`config.mk`:
```
export PLATFORM = sky130hd
export DESIGN_NAME = distribute_inject_fifo_seq
export DESIGN_NICKNAME = d
export VERILOG_FILES = /design/src/rtl/distribute_inject_fifo_seq.sv
export SDC_FILE = /design/constraint.sdc
export NUM_CORES = 1
export LEC_CHECK = 0
export BUFFER_PORTS_ARGS = -buffer_cell sky130_fd_sc_hd__clkbuf_2
export CAP_MARGIN = 20
export CORE_AREA = 2 2 125 127
export DETAILED_ROUTE_END_ITERATION = 7
export DIE_AREA = 0 0 127 129
export GPL_TIMING_DRIVEN = 0
export PLACE_DENSITY = 0.85
export RECOVER_POWER = 25
export SYNTH_ARGS = -nofsm -noshare
export SYNTH_HDL_FRONTEND = slang
export SYNTH_SLANG_ARGS = --single-unit
export TNS_END_PERCENT = 10
```
`constraint.sdc`:
```
create_clock -name clk -period 2.8 [get_ports clk]
set_input_delay 0.14 -clock clk [delete_from_list [all_inputs] [get_ports clk]]
set_output_delay 0.14 -clock clk [all_outputs]
set_load 0.1 [all_outputs]
```
`src/rtl/distribute_inject_fifo_seq.sv`:
```
// Injection stage feeding a chain of one-hot 1x2 distribute switches: FIFO plus one output register.
// Latency: a word pushed into an empty block is on o_valid after one edge. Backpressure: o_ready drops
// when the FIFO is full, regardless of a concurrent pop. Optional macro DIST_INJECT_DROP_ZERO_EN discards zero-mask words.
module distribute_inject_fifo_seq #(
  parameter int DATA_WIDTH = 32,
  parameter int NUM_NODE   = 8,
  parameter int FIFO_DEPTH = 4
) (
  input  logic                              clk,
  input  logic                              rst,
  input  logic                              i_valid,
  input  logic [DATA_WIDTH-1:0]             i_data_bus,
  input  logic [NUM_NODE-1:0]               i_cmd,
  output logic                              o_ready,
  input  logic                              i_en,
  output logic                              o_valid,
  output logic [DATA_WIDTH-1:0]             o_data_bus,
  output logic [NUM_NODE-1:0]               o_cmd,
  output logic [$clog2(FIFO_DEPTH+2)-1:0]   o_count,
  output logic                              o_drop
);

  localparam int PTR_W   = $clog2(FIFO_DEPTH);
  localparam int CNT_W   = $clog2(FIFO_DEPTH+1);
  localparam int OCNT_W  = $clog2(FIFO_DEPTH+2);
  localparam int ENTRY_W = DATA_WIDTH + NUM_NODE;

  logic [ENTRY_W-1:0] mem [FIFO_DEPTH];
  logic [PTR_W-1:0]   wr_ptr, rd_ptr;
  logic [CNT_W-1:0]   fifo_count;

  logic push, accept, consume, reg_free, fifo_empty, pop, bypass, fifo_wr;

  assign o_ready    = (fifo_count != CNT_W'(FIFO_DEPTH));
  assign push       = i_valid && o_ready;
  assign consume    = o_valid && i_en;
  assign reg_free   = !o_valid || consume;
  assign fifo_empty = (fifo_count == '0);

`ifdef DIST_INJECT_DROP_ZERO_EN
  logic drop_now;
  assign drop_now = push && (i_cmd == '0);
  assign accept   = push && !drop_now;

  always_ff @(posedge clk or negedge rst) begin
    if (!rst) o_drop <= 1'b0;
    else      o_drop <= drop_now;
  end
`else
  assign accept = push;
  assign o_drop = 1'b0;
`endif

  // Register refill priority: FIFO head first, then bypass of the incoming word.
  assign pop     = reg_free && !fifo_empty;
  assign bypass  = reg_free && fifo_empty && accept;
  assign fifo_wr = accept && !bypass;

  always_ff @(posedge clk) begin
    if (fifo_wr) mem[wr_ptr] <= {i_data_bus, i_cmd};
  end

  always_ff @(posedge clk or negedge rst) begin
    if (!rst) begin
      wr_ptr     <= '0;
      rd_ptr     <= '0;
      fifo_count <= '0;
    end else begin
      if (fifo_wr) wr_ptr <= wr_ptr + PTR_W'(1);
      if (pop)     rd_ptr <= rd_ptr + PTR_W'(1);
      fifo_count <= fifo_count + CNT_W'(fifo_wr) - CNT_W'(pop);
    end
  end

  always_ff @(posedge clk or negedge rst) begin
    if (!rst) begin
      o_valid    <= 1'b0;
      o_data_bus <= '0;
      o_cmd      <= '0;
    end else if (pop) begin
      o_valid               <= 1'b1;
      {o_data_bus, o_cmd}   <= mem[rd_ptr];
    end else if (bypass) begin
      o_valid    <= 1'b1;
      o_data_bus <= i_data_bus;
      o_cmd      <= i_cmd;
    end else if (consume) begin
      o_valid    <= 1'b0;
      o_data_bus <= '0;
      o_cmd      <= '0;
    end
  end

  assign o_count = OCNT_W'(fifo_count) + OCNT_W'(o_valid);

endmodule

```
== Word-level counts from Yosys, hierarchy flattened ==
Memories as Yosys holds them, arrays and structs flattened.
Index checks and enable logic that the tools add are counted.

* Bits in registers: 48
* Latch bits: 0
* Memory bits (writable): 160
* ROM bits: 0
* Output and inout port bits: 46
* Logic and storage cells: 36
* Memories: 1

* Add/sub/neg operators: 5
* Multiply operators: 0
* Div/mod/pow operators: 0
* Order comparisons: 0
* Equality and inequality tests: 1
* Shift operators: 0
* Muxes and demuxes: 11
* Bitwise logic cells: 0
* Reductions and logical operators: 12

{| class="wikitable"
|+ Memory list
! memory !! depth !! width !! read ports !! clocked after memory_dff !! write ports !! RTL line !! text
|-
| mem || 4 || 40 || 1 || 0 || 1 || 28 || <nowiki>logic [ENTRY_W-1:0] mem [FIFO_DEPTH];</nowiki>
|}

{| class="wikitable"
|+ Operators by type and width
! operator !! number
|-
| 2-to-1 mux 32 bit || 3
|-
| 2-to-1 mux 8 bit || 3
|-
| adder 3 x 1 -> 3 bit || 2
|-
| logical AND 1 bit || 6
|-
| 2-to-1 mux 1 bit || 5
|-
| adder 2 x 1 -> 2 bit (second input constant) || 2
|-
| logical NOT 1 bit || 3
|-
| logical NOT 3 bit || 1
|-
| inequality test 3 bit (second input constant) || 1
|-
| nonzero test 3 bit || 1
|-
| subtractor 3 x 1 -> 3 bit || 1
|-
| logical OR 1 bit || 1
|}

== Depth between registers and ports, before layout ==
Gate-level depths: netlist (run 1).

* Depth after elaboration: 8
* Mapped depth: 11

== Worst setup path before layout (run 1) ==
OpenSTA, ideal clock, no wires.

* Kind: reg-to-reg
* Start: register o_valid
* End: memory mem[0][0] (netlist name) (enable)
* Library setup time: 0.401 ns
* Arrival time: 2.713 ns
* Setup slack: -0.315 ns
* Cell stages (with the launch flop): 4
* Buffers on the path: 0
* Period minus slack after synthesis: 3.115 ns
* Cells stage by stage: dfrtp_1 or3b_4 a21boi_4 and2_1

* Word-level cells in the longest chain between the ends: 8
* Elaborated cells on any way between the ends: 9
* Classes of those cells: 2 x mux; 7 x reduce/logical

{| class="wikitable"
|+ RTL lines
! what !! RTL line !! text
|-
| from (decl) || 16 || <nowiki>output logic o_valid,</nowiki>
|-
| from (signal assigned) || 77 || <nowiki>o_valid <= 1'b0;</nowiki>
|-
| from (signal assigned) || 81 || <nowiki>o_valid <= 1'b1;</nowiki>
|-
| from (signal assigned) || 84 || <nowiki>o_valid <= 1'b1;</nowiki>
|-
| logical NOT 1 bit / logical AND 1 bit (equally long branches) || 37, 36 ||
|-
| logical OR 1 bit (*) || 37 || <nowiki>assign reg_free = !o_valid || consume;</nowiki>
|-
| logical AND 1 bit (*) (2 in series) || 56 || <nowiki>assign bypass = reg_free && fifo_empty && accept;</nowiki>
|-
| logical NOT 1 bit (*) || 57 || <nowiki>assign fifo_wr = accept && !bypass;</nowiki>
|-
| logical AND 1 bit (*) || 57 ||
|-
| 2-to-1 mux 1 bit (*) || 60 || <nowiki>if (fifo_wr) mem[wr_ptr] <= {i_data_bus, i_cmd};</nowiki>
|-
| 2-to-1 mux 1 bit (implied by the code) (*) || 60 ||
|-
| to (decl) || 28 ||
|}

Every way passes the cells marked *; elsewhere a longest branch is shown, timed or not.

== Worst setup path in the final report (run 1) ==
* Start: register fifo_count[2]
* End: register fifo_count[2]

* Word-level cells in the longest chain between the ends: 7
* Elaborated cells on any way between the ends: 11
* Classes of those cells: 2 x add/sub; 1 x eq/ne; 8 x reduce/logical

{| class="wikitable"
|+ RTL lines
! what !! RTL line !! text
|-
| from (decl) || 30 || <nowiki>logic [CNT_W-1:0] fifo_count;</nowiki>
|-
| from (signal assigned) || 71 || <nowiki>fifo_count <= fifo_count + CNT_W'(fifo_wr) - CNT_W'(pop);</nowiki>
|-
| inequality test 3 bit / logical NOT 3 bit (equally long branches) || 34, 38 ||
|-
| logical AND 1 bit (on tied branches) || 35, 56 ||
|-
| logical AND 1 bit || 56 ||
|-
| logical NOT 1 bit || 57 ||
|-
| logical AND 1 bit || 57 ||
|-
| adder 3 x 1 -> 3 bit || 71 ||
|-
| subtractor 3 x 1 -> 3 bit (*) || 71 ||
|}

Marks and branches as above.
A chain may end at the register's enable or synchronous reset.

==> results of run 1 <==
## worst min-delay path: cells and delay by family
family | cells | cell delay, ns
compound gates | 1 | 0.11
buf+inv | 1 | 0.12
simple gates | 2 | 0.18
## metal layers
layer | part of all wire | vias to the layer above | global-route usage
li1 | - | 2328 | -
met1 | 0.38 | 2706 | 0.3297
met2 | 0.51 | 267 | 0.4165
met3 | 0.077 | 49 | 0.03659
met4 | 0.025 | 0 | 0.09244
met5 | 0 | - | 0
## per-stage QoR
stage               cell area (µm²)    util  setup TNS, ns  hold slack [ns]  setup slack [ns]
global route                  10380  0.6932              0           0.1519          0.009488
detailed placement             9359  0.6249              0           0.1339            0.1156
finish                        10380  0.6932              0           0.1379            0.1883
floorplan                      8600       -         -38.17          -0.1556           -0.3145
CTS                           10400  0.6941              0           0.1186            0.1230
global placement               9275  0.6193         -65.53           0.3687           -0.5585
## layout by cell type (no fill, tap or decap), drive strengths merged, types with 2 or more instances in the layout
cell         netlist  final
ha                 8      8
inv               46     46
mux4              40     40
buf               23     28
nand2             42     42
nand3b            40     40
dlygate4sd3        0     41
nand3             42     42
and2               4      4
o2111ai           40     40
xnor2              4      4
dfrtp             48     48
clkinv             0      6
clkbuf            16    134
nor2               2      2
edfxtp           160    160
xor2               2      2
## logic make-up after synthesis
logic type | count (synthesis) | synth area share
other | 1 | 0.0004361
adders and majority gates | 9 | 0.01397
DFF | 208 | 0.6985
xor gates and xnor gates | 6 | 0.006112
and+or+nand+nor | 136 | 0.08702
AOI/OAI and AO/OA | 41 | 0.04293
muxes | 41 | 0.1065
buffers and inverters | 85 | 0.04453
## sequential cells by signal, summed over array words and instances, names as in the netlist
register / flops
mem: 160
o_data_bus: 32
o_cmd: 8
fifo_count: 3
rd_ptr: 2
wr_ptr: 2
o_valid: 1
## report_power, final
group / internal (mW) / leakage [nW] / switching [mW]
clock network: 1.48 / 0.310 / 1.10
registers: 4.18 / 2.04 / 0.447
logic: 1.50 / 1.53 / 4.06
## area by class of cell
class / instances / area [µm²] / area share
flip-flops and latches: 208 / 6007 / 0.5786
multi-input cells: 234 / 2215 / 0.2133
repair buffers: 134 / 917.1 / 0.08833
clock buffers: 30 / 599.3 / 0.05772
well taps: 188 / 235.2 / 0.02266
plain buffers: 39 / 210.2 / 0.02025
inverters: 46 / 172.7 / 0.01663
clock inverters: 6 / 26.28 / 0.002531
## how the worst min path moves through the flow
| stage | start | endpoint | slack (ns) |
|---|---|---|---|
| after floorplan | rst | fifo_count[0]$_DFF_PN0_ | -0.16 |
| after detailed placement | rst | o_data_bus[8]$_DFFE_PN0P_ | 0.13 |
| after CTS | i_valid | wr_ptr[0]$_DFFE_PN0P_ | 0.12 |
| after global routing | i_valid | o_data_bus[22]$_DFFE_PN0P_ | 0.15 |
| after global placement | i_data_bus[9] | mem[0][17]$_DFFE_PP_ | 0.37 |
| final | i_valid | o_data_bus[22]$_DFFE_PN0P_ | 0.14 |
## timing repair
action | 4_1_cts | 5_1_grt
hold buffers | 41 | 0
resized for setup | 0 | 1
endpoints found under the setup margin | 0 | 1
endpoints found under the hold margin | 190 | 0
==> results.cfg, run 1 <==
[routing]
wire_per_inst_um = 22.24
dr.pass1.iters = 6
num_vias = 5350
avgViaCountPerCell = 6.045
wirelength_mm = 19.68
ant_nets = 0
drtIter0Drc = 485
post-route-drc-count = 0

[worst_setup_path]
reg2reg_depth = 11
critical-path-max-stage-delay_ns = 0.41
startpoint = fifo_count[2]$_DFF_PN0_
cp_cell_sequence = buf_6 -> or3b_4 -> a21boi_4 -> inv_1 -> ha_1 -> inv_1 -> ha_1 -> inv_1 -> fa_1 -> xnor2_1 -> xnor2_1
crit_fanout = 7
worstSetupPathType = reg2reg
crit_buf_inv = 4
critPathRequiredTime_ns = 3.16
crit_top_cell = inv_1
reg2reg_from = fifo_count[2]$_DFF_PN0_
end_kind = flip-flop
r2r_slack_ns = 0.19
crit_cells = 11
crit_slowest_cell = or3b_4
crit_family = adder cells
critPathCapture = fifo_count[2]$_DFF_PN0_
worst_setup_path_start_kind = flip-flop
r2r_end = fifo_count[2]$_DFF_PN0_
arrival_ns = 2.97

[cts]
cts.root.buffer_cell = clkbuf_16
cts_sinks = 208
clk_path_buf_depth = 3
htree_levels = 1
cts_tree = built
post_cts_buffers = 0
clk_pin_slew_ns = 0.06
clkLatencyLatePin_ns = 0.49
numCtsBuffers = 21

[yosys]
synth_top_area_frac = 0.5588
postSynthAreaPerCell_um2 = 16.32
yosys-top-cells-area = edfxtp_1 (56%), dfrtp_1 (14%), mux4_2 (10%), o2111ai_1 (4.1%), nand3b_1 (3.5%)
yosys_register_bits = 208
synth_cell_types = 28
syn_area_um2 = 8598
synth_warnings = 0
yosys-top-cells-count = edfxtp_1 (160), dfrtp_1 (48), inv_1 (46)
yosysMostFrequentCell = edfxtp_1
syn-num-nets = 580
syn-instance-count = 527
synth-edff-count = 160
ys.flop_type = edfxtp_1
async_reset_ff_frac = 0.2308
yosysSeqAreaShare = 0.6985
yosysTopAreaCell = edfxtp_1

[final_layout]
drive_gt1_frac = 0.2324
syn_to_final_growth_pct = 20.75
antenna_cells = 0
fillers = 964
final_nets = 737
final_cells = 885

[floorplan]
die_w_um = 127
num_rows = 45
die_area_um2 = 16380
die_h_um = 129
initial_core_util = 0.5741
ioPinCount = 90
core_area_um2 = 14980

[flow_run]
drv_cap = 0

[sta]
worstMarginPinSlew_ns = 1.114
maxSlewViolCount = 0
period_share = 0.9328
skew_ns = 0.01032
rsz0062_at_grt = false
setup_viol = 0
fmax_ghz = 0.3829
period_needed_ns = 2.612
hold_violations = 0
maxSlewHeadroom = 0.2571

[global_route]
grt_pass1_wl_mm = 30.90
grt_max_degree = 41
antenna_found_initial = 0
grt_use_total = 0.2459
gr-total-overflow = 0
grt_pass1_vias = 5764

[placed_design]
port_buffers = 88
place_congestion = 0.7723
place_inst = 807
dp_hpwl_mm = 12.00

[power_and_ir_drop]
irDropWorstVdd_mv = 1.801
power_mw = 12.77
power_density_nw_per_um2 = 1230
p_leak_nw = 3.888

[hold_path]
whs_path_depth = 4
hold_path.class = in2reg

[outcome]
status = finished, final reports clean
Note: power is estimated with default switching activity, not from simulation.
==> run 2, diff against run 1 <==
==> constraint.sdc (replaced) <==
create_clock -name clk -period 2.8 [get_ports clk]
set_input_delay 0.28 -clock clk [delete_from_list [all_inputs] [get_ports clk]]
set_output_delay 0.28 -clock clk [all_outputs]
set_load 0.1 [all_outputs]
==> run 2 against run 1 <==
Die area unchanged; first-iteration DRC count fell by 11%; routed wire length fell by 1.5%; fmax down 2.7%; flip-flop and latch count stayed put; cell count fell by 4.4%; worst setup slack got worse by 0.072 ns.
==> results.cfg, run 2 (same netlist as run 1, synthesis figures left out) <==
[sta]
hold_violations = 0
skew_ns = 0.02103
fmax_ghz = 0.3727
worst_slack_ns = 0.1166
period_needed_ns = 2.683
maxSlewHeadroom = 0.5760
worstMarginPinSlew_ns = 0.6360
period_share = 0.9584
maxSlewViolCount = 0
setup_viol = 0
rsz0062_at_grt = false

[routing]
num_vias = 5267
drtIter0Drc = 431
wire_per_inst_um = 22.90
post-route-drc-count = 0
wirelength_mm = 19.38
dr.pass1.iters = 5
ant_nets = 0
avgViaCountPerCell = 6.226

[hold_path]
hold_path.class = in2reg
hold_start = i_cmd[4]
whs_path_depth = 1
hold_end = mem[0][4]$_DFFE_PP_

[worst_setup_path]
crit_cells = 10
critical-path-max-stage-delay_ns = 0.50
critPathRequiredTime_ns = 3.20
crit_buf_inv = 3
reg2reg_from = o_valid$_DFFE_PN0P_
crit_family = adder cells
worstSetupPathType = reg2reg
crit_slowest_cell = dfrtp_2
worst_setup_path_start_kind = flip-flop
end_kind = flip-flop
r2r_slack_ns = 0.12
cp_cell_sequence = or3b_4 -> a21boi_4 -> inv_1 -> ha_1 -> inv_1 -> ha_1 -> inv_1 -> fa_1 -> xnor2_1 -> xnor2_1
crit_fanout = 9
arrival_ns = 3.09
crit_top_cell = inv_1
r2r_end = fifo_count[2]$_DFF_PN0_
reg2reg_depth = 10

[final_layout]
multi_input_area_um2 = 2222
final_nets = 697
fillers = 972
largest-register = mem
reg_top3 = mem (160), o_data_bus (32), o_cmd (8)
register_area_um2 = 6007
syn_to_final_growth_pct = 17.16
antenna_cells = 0
largest_register_ffs = 160
mostFrequentLayoutCells = edfxtp_1 (160), clkbuf_2 (57), clkbuf_1 (48)
drive_gt1_frac = 0.2538
final_common_cell = edfxtp_1
fin_area_um2 = 10070

[placed_design]
place_congestion = 0.8008
dp_hpwl_mm = 12.10
dp_slack_ns = 0.09198
place_area_um2 = 9387
port_buffers = 88

[cts]
htree_levels = 1
numCtsBuffers = 21
clk_path_buf_depth = 3
clkLatencyLatePin_ns = 0.50
cts_tree = built
cts.root.buffer_cell = clkbuf_16
cts_sinks = 208
post_cts_buffers = 0
clk_pin_slew_ns = 0.07

[global_route]
gr-total-overflow = 0
antenna_found_initial = 0
grt_max_degree = 29
grt_use_total = 0.2446
grt_pass1_wl_mm = 30.32
grt_pass1_vias = 5537

[floorplan]
num_rows = 45
die_w_um = 127
core_area_um2 = 14980
die_h_um = 129
ioPinCount = 90
die_area_um2 = 16380
initial_core_util = 0.5741

[outcome]
status = finished, final reports clean

[flow_run]
drv_cap = 0
[run 2: changes by cell type in the layout (fill, tap and decap cells not counted), moves of 2 or more]
cell and change:
clkinv_2 +2, clkbuf_2 -4, clkinv_1 -3, dlygate4sd3_1 -40
clkbuf_8 +3
[run 2: routing by layer]
metal	global-route usage	vias up	share of wire
li1	-	2249	-
met4	0.08985	0	0.033
met1	0.3132	2693	0.37
met2	0.4282	260	0.52
met3	0.04033	65	0.078
met5	0	-	0
[run 2: repair_timing]
item / 4_1_cts / 5_1_grt
resized for setup: 1 / 0
hold buffers: 1 / 0
endpoints found under the hold margin: 20 / 0
endpoints found under the setup margin: 1 / 0
[run 2: layout make-up]
class | count | area share
sequential | 208 | 0.5963
multi-input combinational | 234 | 0.2206
clock buffer | 30 | 0.06459
timing repair buffer | 94 | 0.05080
tap | 188 | 0.02335
buffer | 39 | 0.02087
inverter | 46 | 0.01714
clock inverter | 7 | 0.006335
[run 2: per-stage QoR]
stage	cells	TNS [ns]	util	hold WS (ns)
3_3_place_gp	803	-71.15	0.6198	0.5016
6_report	846	0	0.6726	0.03412
4_1_cts	846	0	0.6752	0.009137
3_5_place_dp	808	0	0.6267	0.3204
5_1_grt	846	0	0.6726	0.05232
2_1_floorplan	527	-37.97	-	-0.01559
[run 2: how the worst max path moves through the flow]
stage	to	slack [ns]	startpoint
floorplan	mem[1][0]$_DFFE_PP_	-0.31	o_valid$_DFFE_PN0P_
global placement	mem[1][22]$_DFFE_PP_	-0.60	o_valid$_DFFE_PN0P_
detailed placement	fifo_count[2]$_DFF_PN0_	0.09	o_valid$_DFFE_PN0P_
CTS	fifo_count[2]$_DFF_PN0_	0.10	o_valid$_DFFE_PN0P_
global route	fifo_count[2]$_DFF_PN0_	0.007	o_valid$_DFFE_PN0P_
finish	fifo_count[2]$_DFF_PN0_	0.12	o_valid$_DFFE_PN0P_
[run 2: worst register-to-register path: cells and delay by family (launching register included)]
family,cells,cell delay (ns)
DFF,1,0.50
and+or+nand+nor,1,0.43
AOI/OAI and AO/OA,1,0.29
xor gates and xnor gates,2,0.34
adders and majority gates,3,0.82
buffers and inverters,3,0.20
Power of run 2 is not shown: default switching activity piles up to over one toggle a cycle in this logic, so the estimate is an artifact.
